**config.mk**
```make
export PLATFORM = sky130hd
export DESIGN_NAME = instruction_fetch
export DESIGN_NICKNAME = d
export VERILOG_FILES = /design/src/rtl/fetch_pkg.sv /design/src/rtl/pc_next.sv /design/src/rtl/instruction_fetch.sv
export SDC_FILE = /design/constraint.sdc
export NUM_CORES = 1
export LEC_CHECK = 0
export CAP_MARGIN = 15
export CORE_AREA = 2 2 107 109
export DETAILED_ROUTE_END_ITERATION = 10
export DIE_AREA = 0 0 109 111
export GPL_TIMING_DRIVEN = 0
export HOLD_SLACK_MARGIN = 0.12
export REMOVE_ABC_BUFFERS = 1
export SYNTH_ARGS = -nofsm -noshare
export SYNTH_HDL_FRONTEND = slang
export SYNTH_SLANG_ARGS = --single-unit
```
**constraint.sdc**
```tcl
create_clock -name clk -period 4.8 [get_ports clk]
set_clock_uncertainty 0.15 [all_clocks]
set_input_delay 0.72 -clock clk [delete_from_list [all_inputs] [get_ports clk]]
set_output_delay 0.72 -clock clk [all_outputs]
set_load 0.01 [all_outputs]
```
**src/rtl/fetch_pkg.sv**
```systemverilog
// Shared definitions for the instruction fetch stage.
//   PC_W / INSTR_W    : word-address and instruction widths
//   DEFAULT_HALT_WORD : encoding that freezes fetch unless overridden
//   fetch_state_t     : fetch control states
package fetch_pkg;

    localparam int unsigned PC_W    = 10;
    localparam int unsigned INSTR_W = 32;

    localparam logic [INSTR_W-1:0] DEFAULT_HALT_WORD = 32'h0000000C;

    typedef enum logic [1:0] {
        BOOT   = 2'd0,
        RUN    = 2'd1,
        HALTED = 2'd2
    } fetch_state_t;

endpackage

```
**src/rtl/pc_next.sv**
```systemverilog
// Next-PC priority mux for the fetch stage (purely combinational).
//   state           : current fetch state
//   redirect        : load PC from redirect_target, flush IF/ID
//   stall           : hold everything this cycle (ignored when halted)
//   redirect_target : redirect word address
//   pc              : current program counter
//   halt_hit        : instruction at pc is the halt word
//   pc_d            : next program counter
//   capture         : load IF/ID from memory and count the fetch
//   clear_valid     : drop IF/ID valid this edge
//   state_d         : next fetch state
module pc_next
    import fetch_pkg::*;
(
    input  fetch_state_t    state,
    input  logic            redirect,
    input  logic            stall,
    input  logic [PC_W-1:0] redirect_target,
    input  logic [PC_W-1:0] pc,
    input  logic            halt_hit,
    output logic [PC_W-1:0] pc_d,
    output logic            capture,
    output logic            clear_valid,
    output fetch_state_t    state_d
);

    always_comb begin
        pc_d        = pc;
        capture     = 1'b0;
        clear_valid = 1'b0;
        state_d     = state;
        unique case (state)
            BOOT: begin
                state_d = RUN;
            end
            RUN: begin
                if (redirect) begin
                    // Redirect wins over stall and squashes any halt word
                    // on the wrong path.
                    pc_d        = redirect_target;
                    clear_valid = 1'b1;
                end else if (!stall) begin
                    capture = 1'b1;
                    if (halt_hit) begin
                        state_d = HALTED;
                    end else begin
                        pc_d = pc + 1'b1;
                    end
                end
            end
            HALTED: begin
                // The halt word stays visible for the first halted cycle,
                // then valid drops and stays low until a redirect.
                clear_valid = 1'b1;
                if (redirect) begin
                    pc_d    = redirect_target;
                    state_d = RUN;
                end
            end
            default: begin
                state_d = BOOT;
            end
        endcase
    end

endmodule

```
**src/rtl/instruction_fetch.sv**
```systemverilog
// Instruction fetch stage: owns the PC, drives the instruction memory
// address, and registers the returned word into the IF/ID register.
//   clk, reset_n     : clock, asynchronous active-low reset
//   Stall            : hold PC and IF/ID this cycle
//   Redirect         : load PC from RedirectTarget, flush IF/ID
//   RedirectTarget   : redirect word address
//   IMemData         : memory word for ProgCounter (combinational read)
//   ProgCounter      : registered fetch address
//   IR / IRPC        : IF/ID instruction and its address
//   IRValid          : IR holds a live instruction
//   Halted           : fetch frozen on a halt instruction
//   FetchCount       : wrapping count of valid captures
module instruction_fetch
    import fetch_pkg::*;
#(
    parameter logic [PC_W-1:0]    RESET_PC  = '0,
    parameter logic [INSTR_W-1:0] HALT_WORD = DEFAULT_HALT_WORD
) (
    input  logic               clk,
    input  logic               reset_n,
    input  logic               Stall,
    input  logic               Redirect,
    input  logic [PC_W-1:0]    RedirectTarget,
    input  logic [INSTR_W-1:0] IMemData,
    output logic [PC_W-1:0]    ProgCounter,
    output logic [INSTR_W-1:0] IR,
    output logic [PC_W-1:0]    IRPC,
    output logic               IRValid,
    output logic               Halted,
    output logic [15:0]        FetchCount
);

    fetch_state_t       state_q, state_d;
    logic [PC_W-1:0]    pc_q, pc_d;
    logic [INSTR_W-1:0] ir_q, ir_d;
    logic [PC_W-1:0]    irpc_q, irpc_d;
    logic               irvalid_q, irvalid_d;
    logic [15:0]        count_q, count_d;

    logic capture;
    logic clear_valid;
    logic halt_hit;

    assign halt_hit = (IMemData == HALT_WORD);

    pc_next u_pc_next (
        .state           (state_q),
        .redirect        (Redirect),
        .stall           (Stall),
        .redirect_target (RedirectTarget),
        .pc              (pc_q),
        .halt_hit        (halt_hit),
        .pc_d            (pc_d),
        .capture         (capture),
        .clear_valid     (clear_valid),
        .state_d         (state_d)
    );

    always_comb begin
        ir_d      = ir_q;
        irpc_d    = irpc_q;
        irvalid_d = irvalid_q;
        count_d   = count_q;
        if (capture) begin
            ir_d      = IMemData;
            irpc_d    = pc_q;
            irvalid_d = 1'b1;
            count_d   = count_q + 16'd1;
        end else if (clear_valid) begin
            irvalid_d = 1'b0;
        end
    end

    always_ff @(posedge clk or negedge reset_n) begin
        if (!reset_n) begin
            state_q   <= BOOT;
            pc_q      <= RESET_PC;
            ir_q      <= '0;
            irpc_q    <= '0;
            irvalid_q <= 1'b0;
            count_q   <= '0;
        end else begin
            state_q   <= state_d;
            pc_q      <= pc_d;
            ir_q      <= ir_d;
            irpc_q    <= irpc_d;
            irvalid_q <= irvalid_d;
            count_q   <= count_d;
        end
    end

    assign ProgCounter = pc_q;
    assign IR          = ir_q;
    assign IRPC        = irpc_q;
    assign IRValid     = irvalid_q;
    assign Halted      = (state_q == HALTED);
    assign FetchCount  = count_q;

endmodule

```
== Yosys cells after proc, flatten, opt, wreduce, memory -nomap -nowiden ==
Cells that the tools add are included.
Operators by class
  $add $sub $neg: 2
  muxes and demuxes: 17
  reduce and logical (&&, ||, !) cells: 5
  equality and inequality tests: 9
Operator list (count)
  $mux 10: 4
  $eq 32x4->1 const B: 1
  $pmux 10 s2: 1
  $add 16x1->16 const B: 1
  $add 10x1->10 const B: 1
  $mux 2: 4
  $ne 2x2->1 const B: 4
  $reduce_and 4->1: 2
  $mux 1: 6
  $ne 3x3->1 const B: 2
  $pmux 2 s3: 1
  $reduce_bool 2->1: 2
  $eq 2x1->1 const B: 1
  $eq 2x2->1 const B: 1
  $logic_not 2->1: 1
  $pmux 1 s2: 1
Storage, ports and cells
  bits of input ports: 46
  register bits after elaboration: 71
  word-level logic and storage cells: 39
  output and inout port bits: 70

== Logic depth before layout (Yosys ltp) ==
  depth after elaboration: 5
  mapped depth: 8
  depth with buffers taken out: 7

== By module ==
From an unflattened synthesis, not the netlist that was laid out.
Second synthesis, totals
  cell total of the unflattened synthesis: 287
  area total of the unflattened synthesis: 3412.0 um^2
By module, submodules not included
  instruction_fetch: area an instance 2653.8 um^2, seq. area each 1776.7 um^2, times used 1, cells each 175
  pc_next: area an instance 758.2 um^2, seq. area each 0.0 um^2, times used 1, cells each 112

== Least setup slack after synthesis ==
OpenSTA, ideal clock, no wires.
  path kind: in2reg
  start: in Redirect
  end: reg pc_q[4] (netlist: ProgCounter[4])
  library setup time: 0.125 ns
  arrival: 1.908 ns
  slack: 2.617 ns
  required time: 4.525 ns
  path buffers: 1
  stages on the path: 6
  cells stage by stage: buf_6 nor4b_2 nand4_1 nor3_4 a21oi_4 mux2_4
On the way
  longest elaborated chain between the ends: 2
  elaborated cells on any way between the ends: 6
  classes of those cells: eq/ne (3); mux (2); reduce/logical (1)
Ends and longest elaborated chain
  from (decl): RTL line instruction_fetch.sv:22  | input logic Redirect,
  $ne 3x3->1 (no line), or another cell as far along
  $reduce_and 4->1 (no line) / $pmux 10 s2 (equally long branches)
  to (signal assigned): RTL line instruction_fetch.sv:84  | pc_q <= pc_d;
  to (decl): RTL line instruction_fetch.sv:34  | logic [PC_W-1:0] pc_q, pc_d;
Several ways; a longest one is shown, not always the timed one.
A chain may end at the register's enable or synchronous reset.

== Worst setup path in the final report ==
  start: in Redirect
  end: reg count_q[13] (netlist: FetchCount[13])
On the way
  longest elaborated chain between the ends: 2
Ends and longest elaborated chain
  $mux 1: RTL line pc_next.sv:37  | if (redirect) begin
  $mux 1: RTL line pc_next.sv:32  | unique case (state)
  to (signal assigned): RTL line instruction_fetch.sv:88  | count_q <= count_d;
  to (decl): RTL line instruction_fetch.sv:38  | logic [15:0] count_q, count_d;
No other way between the ends.

==> run metrics <==
outcome finished clean; maximum root-to-sink buffer count 2; #FFs+latches synth 71; CP Max Fanout 18; Layout Nets 420; Tmin final ~3200 ps; Max Clk Rate about 310 MHz; pwr/cell area a little over 400 mW/mm^2; CP Class input port to register; overall power around 0.002 W; most frequent cells in the layout 114 x clkdlybuf4s50_1, 71 x dfrtp_1, 43 x mux2_1; share of cells above drive strength 1 0.0965; I/O pins approximately 120; VDD IR-drop max 0.205 mV; Initial DRC Count 85; Post-CTS Resized 0; Pleak between 2 and 2.5 nW; TritonCTS clock tree yes; Yosys top cell area share 0.551; setup violators final 0; setup ws final between 1500 and 2000 ps; Ys Warns 0; GRT Util Overall 0.132; Gate Count Post-Synth about 250; CP top delay family simple AND/OR/NAND/NOR gates; first-pass GRT wire length roughly 13000 um; drt first pass iters 4; maxcap violations 0; WP data required approximately 4900 ps; initial antenna violation count 0; Num CTS Buffers 9; clk slew on worst S/H paths roughly 60 ps; core area approximately 0.011 mm^2; most common cell after layout, fill and taps aside clkdlybuf4s50_1; Synth Area per Inst about 13 um^2; post-synthesis cell area between 0.003 and 0.004 mm^2; Final GP Congestion ~0.70; Slew Limit Headroom 0.301; RSZ-0062 raised after global routing no; Die Height roughly 110 um; CP Cell Sequence clkdlybuf4s50_1 -> nor3b_4 -> nand4_1 -> nor2_1 -> nand3_1 -> xnor2_1; CP max stage delay 940 ps; EDFF count, synth 0; clk sink count 71; r2r setup slk about 1900 ps; Async SR Flop Fraction 1.00; antenna viol nets, final 0; residual overflow from global routing 0; DP Worst Slack around 1200 ps; drt drc 0; Synth area leaders dfrtp_1 55%, mux2_1 15%, mux2_4 4.7%, xnor2_1 3.5%, xor2_1 2.7%; Setup Fix Bufs, Post-CTS 0; critical path startpoint category input port; Hold Vio Cnt, Final 0; DR vias/cell roughly 4.5; Skew-Pair Late Insertion Delay roughly 330 ps; CP bufs+invs 1; Initial Util 0.291; ys flop type dfrtp_1; cts hold-fix bufs 0; via count roughly 2.3k; min-delay worst type input port to async pin; Die ar. between 0.01 and 0.015 mm^2; Final Instance Area approximately 0.005 mm^2; final wirelength 7470 um; largest net degree at the start of global routing 41; # rows 39; Synth area leader dfrtp_1; DP Wirelength approximately 5500 um; synth unique cells 33; final slew viol count 0; Tightest Pin Transition 1050 ps; crit end category register; H-tree Lvls 3; DR WL/cell between 10 and 15 um; Area growth syn-to-layout 51.6%; Arrival @ worst endpoint roughly 3200 ps; Slowest cell on crit path nor3b_4; sequential area share after synthesis 0.551; Antenna diodes 0; Die X approximately 110 um; Port Buf Inserts 115; fin crit share 0.662; vias in the first global route about 2.6k; Clock Tree Root clkbuf_16; post-placement cell area 0.00459 mm^2
[cells in the mapped netlist, types with 2 or more instances]
cell and n:
clkbuf_1 2, nor4_1 6, dfrtp_1 71, and3_1 4, mux2_4 10, ha_1 6
nand2_1 8, buf_2 5, o21ai_0 3, nor2_1 17, nand4_1 6, nand3_1 10
inv_1 4, a21oi_1 11, mux2_1 43, and4_1 3, xor2_1 10, xnor2_1 13
[power by group]
part           internal (W)  total [W]  leakage, nW  switching (W)
Sequential         0.000711   0.000807        0.842      0.0000965
Clock              0.000403   0.000666        0.142       0.000263
Combinational      0.000334   0.000527         1.03       0.000193
[metal layers]
layer	GRT usage	wire, um	up-vias
met4	0.0487	104	0
met5	0	0	-
met1	0.169	3360	1146
li1	-	-	1112
met2	0.209	3480	77
met3	0.0388	529	10
[worst paths after layout]
kind | start | end | cells past startpoint
max reg2reg | state_q[1] | FetchCount[13] | 7
max | Redirect | FetchCount[13] | 6
min | reset_n | IR[2] | 1
min reg2reg | FetchCount[15] | FetchCount[15] | 1
max in group asynchronous | reset_n | ProgCounter[3] | 2
min in group clk | FetchCount[15] | FetchCount[15] | 1
[registers in the layout, indices dropped and copies added (netlist names)]
signal       flops
IRValid          1
FetchCount      16
IRPC            10
IR              32
ProgCounter     10
state_q          2
[cell families (layout without fill, tap and decap cells)]
family | Yosys count | in the layout | share of synthesized area
simple gates | 62 | 62 | 0.108
flops | 71 | 71 | 0.551
compound gates | 18 | 18 | 0.0334
mux | 55 | 55 | 0.203
buf+inv | 12 | 138 | 0.0183
fa+ha+maj | 6 | 6 | 0.0233
xor+xnor | 23 | 23 | 0.0625
[metrics by stage]
| step | setup TNS (ps) | std cells | hold WS [ps] | util |
|---|---|---|---|---|
| 3_5_place_dp | 0 | 500 | 325 | 0.414 |
| 6_report | 0 | 516 | 179 | 0.441 |
| 4_1_cts | 0 | 516 | 189 | 0.441 |
| 5_1_grt | 0 | 516 | 208 | 0.441 |
| 3_3_place_gp | -18380 | 497 | 309 | 0.407 |
| 2_1_floorplan | 0 | 239 | 274 | - |
[final cells by class]
cell class	count	area, um^2
clock buffers	9	225
well taps	143	179
inverters	4	15.0
flip-flops and latches	71	1780
fillers	1033	6190
clock inverters	7	72.6
multi-input cells	164	1390
repair buffers	118	1220
[worst reg2reg max path, cell delays in order (launching register included)]
cell	delay (ps)
dfrtp_1	410
inv_1	90
ha_1	280
nor3b_4	910
nand4_1	380
nor2_1	320
nand3_1	130
xnor2_1	140
(Power assumes the default switching activity.)
